### src/rtl/rate_decoder.sv
// rate_decoder: decodes the spacing of a pulse stream back into a 2-bit speed mode.
// Define RATE_DECODER_SEG_EN to build a registered seven-segment digit on hex.
module rate_decoder #(
  parameter int CNT_W    = 32,
  parameter int PERIOD_0 = 2,
  parameter int PERIOD_1 = 50000001,
  parameter int PERIOD_2 = 25000001,
  parameter int PERIOD_3 = 12500001,
  parameter int TOL      = 1024
) (
  input  logic             clock,
  input  logic             reset,
  input  logic             pulse_in,
  output logic [1:0]       mode,
  output logic             valid,
  output logic             changed,
  output logic [CNT_W-1:0] interval_out,
  output logic [6:0]       hex
);
  typedef enum logic [1:0] {IDLE, ARMED, CONFIRM, LOCKED} state_t;
  localparam logic [CNT_W-1:0] TIMEOUT = CNT_W'(PERIOD_1 + TOL + 1);
  localparam int PER [4] = '{PERIOD_0, PERIOD_1, PERIOD_2, PERIOD_3};
  function automatic logic [CNT_W-1:0] lo_of(input int p);
    return (p > TOL) ? CNT_W'(p - TOL) : CNT_W'(1);
  endfunction
  function automatic logic [CNT_W-1:0] hi_of(input int p);
    return CNT_W'(p + TOL);
  endfunction
  state_t           state_q, state_d;
  logic             pulse_prev_q;
  logic [CNT_W-1:0] cnt_q, cnt_d;
  logic [1:0]       cand_q, cand_d;
  logic [1:0]       mode_q, mode_d;
  logic             valid_q, valid_d;
  logic             changed_q, changed_d;
  logic [CNT_W-1:0] interval_q, interval_d;
  logic             evt, hit;
  logic [1:0]       hit_k, ref_k;
  assign evt = pulse_in & ~pulse_prev_q;
  always_comb begin
    hit   = 1'b0;
    hit_k = 2'd0;
    for (int k = 0; k < 4; k++)
      if (cnt_q >= lo_of(PER[k]) && cnt_q <= hi_of(PER[k])) begin
        hit   = 1'b1;
        hit_k = 2'(k);
      end
  end
  always_ff @(posedge clock or posedge reset)
    if (reset) begin
      state_q      <= IDLE;
      pulse_prev_q <= 1'b0;
      cnt_q        <= '0;
      cand_q       <= 2'd0;
      mode_q       <= 2'd0;
      valid_q      <= 1'b0;
      changed_q    <= 1'b0;
      interval_q   <= '0;
    end else begin
      state_q      <= state_d;
      pulse_prev_q <= pulse_in;
      cnt_q        <= cnt_d;
      cand_q       <= cand_d;
      mode_q       <= mode_d;
      valid_q      <= valid_d;
      changed_q    <= changed_d;
      interval_q   <= interval_d;
    end
  // CONFIRM compares against the candidate, LOCKED against the held mode
  always_comb begin
    state_d = state_q;
    cand_d  = cand_q;
    ref_k   = (state_q == LOCKED) ? mode_q : cand_q;
    if (evt && state_q == IDLE)
      state_d = ARMED;
    else if (evt) begin
      cand_d  = hit ? hit_k : cand_q;
      state_d = !hit ? ARMED : (state_q != ARMED && hit_k == ref_k) ? LOCKED : CONFIRM;
    end else if (cnt_q == TIMEOUT)
      state_d = IDLE;
  end
  always_comb begin
    cnt_d      = evt ? CNT_W'(1) : (state_d == IDLE) ? '0 : (&cnt_q) ? cnt_q : cnt_q + 1'b1;
    interval_d = evt ? cnt_q : interval_q;
    valid_d    = state_d == LOCKED;
    changed_d  = state_d == LOCKED && state_q != LOCKED;
    mode_d     = changed_d ? cand_q : mode_q;
  end
  assign mode         = mode_q;
  assign valid        = valid_q;
  assign changed      = changed_q;
  assign interval_out = interval_q;
`ifdef RATE_DECODER_SEG_EN
  logic [6:0] hex_q, hex_d;
  always_comb
    hex_d = !valid_d       ? 7'b1111111 :
            mode_d == 2'd0 ? 7'b1000000 :
            mode_d == 2'd1 ? 7'b1111001 :
            mode_d == 2'd2 ? 7'b0100100 : 7'b0110000;
  always_ff @(posedge clock or posedge reset)
    if (reset) hex_q <= 7'b1111111;
    else       hex_q <= hex_d;
  assign hex = hex_q;
`else
  assign hex = 7'b1111111;
`endif
endmodule

### config.mk
export PLATFORM = sky130hd
export DESIGN_NAME = rate_decoder
export DESIGN_NICKNAME = d
export VERILOG_FILES = /design/src/rtl/rate_decoder.sv
export SDC_FILE = /design/constraint.sdc
export NUM_CORES = 1
export LEC_CHECK = 0
export BUFFER_PORTS_ARGS = -buffer_cell sky130_fd_sc_hd__buf_2
export CAP_MARGIN = 10
export CELL_PAD_IN_SITES_DETAIL_PLACEMENT = 1
export CELL_PAD_IN_SITES_GLOBAL_PLACEMENT = 2
export CORE_MARGIN = 3
export CORE_UTILIZATION = 38
export CTS_CLUSTER_DIAMETER = 60
export CTS_CLUSTER_SIZE = 24
export DETAILED_ROUTE_END_ITERATION = 6
export PLACE_DENSITY_LB_ADDON = 0.1
export SLEW_MARGIN = 20
export SYNTH_ARGS = -nofsm -noshare
export SYNTH_HDL_FRONTEND = slang
export SYNTH_SLANG_ARGS = --single-unit
### constraint.sdc
create_clock -name clock -period 4.15 [get_ports clock]
set_input_delay 0.2075 -clock clock [delete_from_list [all_inputs] [get_ports clock]]
set_output_delay 0.2075 -clock clock [all_outputs]
set_load 0.01 [all_outputs]
==> reports/metrics.yaml <==
ys_seq_elements: 73
synth-seq-area-share_pct: 46.9
finalWirelength_mm: 10.6
cts_max_level: 3
place_ws_ns: 1.02
clk_pin_slew_worst_paths_ns: 0.08
path_max_fanout: 7
startpoint: "cnt_q[2]"
nFillCells: 1193
drc: 0
die-area_mm2: 0.0115
via_per_inst: 5.34
dr.pass1.iters: 4
antenna_found_initial: 0
wl_per_cell_um: 17.1
first_global_vias: 3418
clock-sinks: 73
fp.dieW_um: 107
critPathArrivalTime_ns: 3.30
dp_hpwl_mm: 7.38
timing.fmax_ghz: 0.327
cts-buffers-inserted: 9
grtUsageMet3_pct: 2.53
max-vdd-ir-drop_mv: 0.223
rows: 36
syn_avg_cell_area_um2: 8.56
syn2layout_area_growth_pct: 11.8
first_iter_violations: 154
synth_area_mm2: 0.00389
holdWs_ns: 0.0423
worstRegToRegCells: 8
gp_congestion: 0.841
fin_ws_ns: 1.09
yosys_warnings: 0
slew_viol_final: 0
grt.overflow.total: 0
drive_gt1_share_pct: 14.1
ctsResizeCount: 0
netSwitchingFraction_pct: 32.1
grt_usage_pct: 20.0
finalClockSkew_ns: 0.00750
crit_required_ns: 4.39
ant_nets: 0
grt_max_degree: 45
insertion_delay_ns: 0.36
intPower_mw: 1.22
final_cell_mix: "105 x nand2_1, 73 x dfrtp_1, 38 x buf_2"
post-route-period-util_pct: 73.7
clockBufferDepth: 2
criticalPathCategory: "reg2reg"
async_reset_ff_share_pct: 100
synthDistinctLibCells: 55
hold_viol_final: 0
place.port_buffers: 38
antenna_cells: 0
final_nets: 485
path_cells: "or4_1 -> o311ai_1 -> a21oi_1 -> o21ai_0 -> nand4_1 -> a22oi_4 -> o211ai_2 -> mux2_1"
ios: 46
use_met1_pct: 28.0
postCtsSetupBuffers: 0
switching_power_mw: 0.578
r2r-start: "cnt_q[2]"
status: "completed"
met2_usage_pct: 31.6
yosys_most_used_dff: "dfrtp_1"
slowest_stage: "or4_1"
slowest_delay_ns: 0.69
power_density_mw_per_mm2: 413
cts_root_buf: "clkbuf_8"
synth-edff-count: 0
setup_viol: 0
core_region_area_mm2: 0.00986
multi_input_area_mm2: 0.00186
post-route-min-period_ns: 3.06
finalSetupTns_ns: 0
seq_area_mm2: 0.00183
worstSetupStartpointType: "flip-flop"
start_util_pct: 39.5
rsz0062_at_grt: "false"
chipHeight_um: 107
seqPwrFrac_pct: 45.5
leakage_nw: 2.12
postSynthCellCount: 455
grt_pass1_wl_mm: 18.0
pwr-share-comb_pct: 21.0
maxSlewHeadroom_pct: 37.1
cts_tree: "done"
vias: 3288
cap_viol_max_count: 0
cp-end-kind: "flip-flop"
top_usage_layer: "met2"
hold_path_class: "in2async"
clock_power_share_pct: 33.5
tightest_slew_ns: 0.944
final_common_cell: "nand2_1"
[flip-flops by register name, indices dropped and copies added, names as in the netlist]
| register | count |
|---|---|
| cnt_q | 32 |
| interval_out | 32 |
| cand_q | 2 |
| mode | 2 |
| state_q | 2 |
| changed | 1 |
| pulse_prev_q | 1 |
| valid | 1 |
[power groups by stage]
stage	registers (mW)	logic (mW)	clock network, mW
floorplan	0.831	0.261	0
global placement	0.827	0.370	0
detailed placement	0.833	0.377	0
CTS	0.818	0.381	0.617
global route	0.829	0.420	0.650
finish	0.819	0.378	0.603
[final timing paths]
path	to	slack (ns)
setup reg to reg	mode[0]	1.09
hold reg to reg	interval_out[17]	0.47
max in group asynchronous	interval_out[9]	3.12
min in group clock	interval_out[17]	0.47
hold / removal	cnt_q[26]	0.04
setup / recovery	mode[0]	1.09
[area by class of cell]
type / instances / share of cell area (%)
clock buffers: 14 / 3.97
clock inverters: 2 / 0.805
inverters: 14 / 1.21
multi-input cells: 336 / 42.8
flip-flops and latches: 73 / 42.0
well taps: 133 / 3.82
repair buffers: 44 / 5.46
[cell usage after synthesis, types with 3 or more instances]
master / number / area, µm²
and3_1: 6 / 37.5
nor4_1: 7 / 43.8
o21ai_0: 32 / 160
and2_1: 3 / 18.8
a21oi_1: 14 / 70.1
mux2i_1: 3 / 30.0
a21o_1: 5 / 37.5
nand2_1: 105 / 394
nand3_1: 15 / 75.1
xor2_1: 13 / 114
dfrtp_1: 73 / 1830
buf_1: 3 / 11.3
o21ai_1: 3 / 15.0
clkbuf_1: 24 / 90.1
xnor2_1: 11 / 96.3
ha_1: 4 / 50.1
buf_4: 8 / 60.1
inv_1: 14 / 52.6
nor3_1: 13 / 65.1
or3_1: 6 / 37.5
nand4_1: 18 / 113
nor2_1: 32 / 120
a31oi_1: 3 / 18.8
[cell families (layout without fill, tap and decap cells)]
| kind of cell | count (synthesis) | count (layout) | synth area share (%) |
|---|---|---|---|
| AND/OR/NAND/NOR | 222 | 222 | 26.7 |
| AO/OA/AOI/OAI | 74 | 74 | 12.2 |
| flip-flops | 73 | 73 | 46.9 |
| buffers and inverters | 52 | 74 | 6.04 |
| XOR/XNOR | 24 | 24 | 5.40 |
| multiplexers | 5 | 5 | 1.35 |
| adder cells (fa/ha/maj) | 4 | 4 | 1.28 |
| other | 1 | 7 | 0.0963 |
[routing by layer]
layer / vias to the layer above / wire, µm
li1: 1582 / -
met1: 1637 / 5110
met2: 54 / 4940
met3: 15 / 310
met4: 0 / 191
met5: - / 0
[worst max-delay path: cells and delay by family, from the launching register on]
kind	cells	cell delay, ns
AO/OA/AOI/OAI	5	1.23
AND/OR/NAND/NOR	2	0.93
flip-flops	1	0.45
multiplexers	1	0.33
[timing repair]
item	CTS	global route
endpoints found under the setup margin	0	0
hold endpoints to repair	1	0
hold buffers	1	0
[per-stage QoR]
step | instance area, µm² | power, mW | utilization, % | instances
CTS | 4350 | 1.82 | 44.1 | 616
floorplan | 3920 | 1.09 | - | 461
finish | 4350 | 1.80 | 44.1 | 616
global route | 4350 | 1.90 | 44.1 | 616
detailed placement | 4130 | 1.21 | 41.9 | 599
global placement | 4130 | 1.20 | 41.9 | 599
Note: power is estimated with default switching activity, not from simulation.
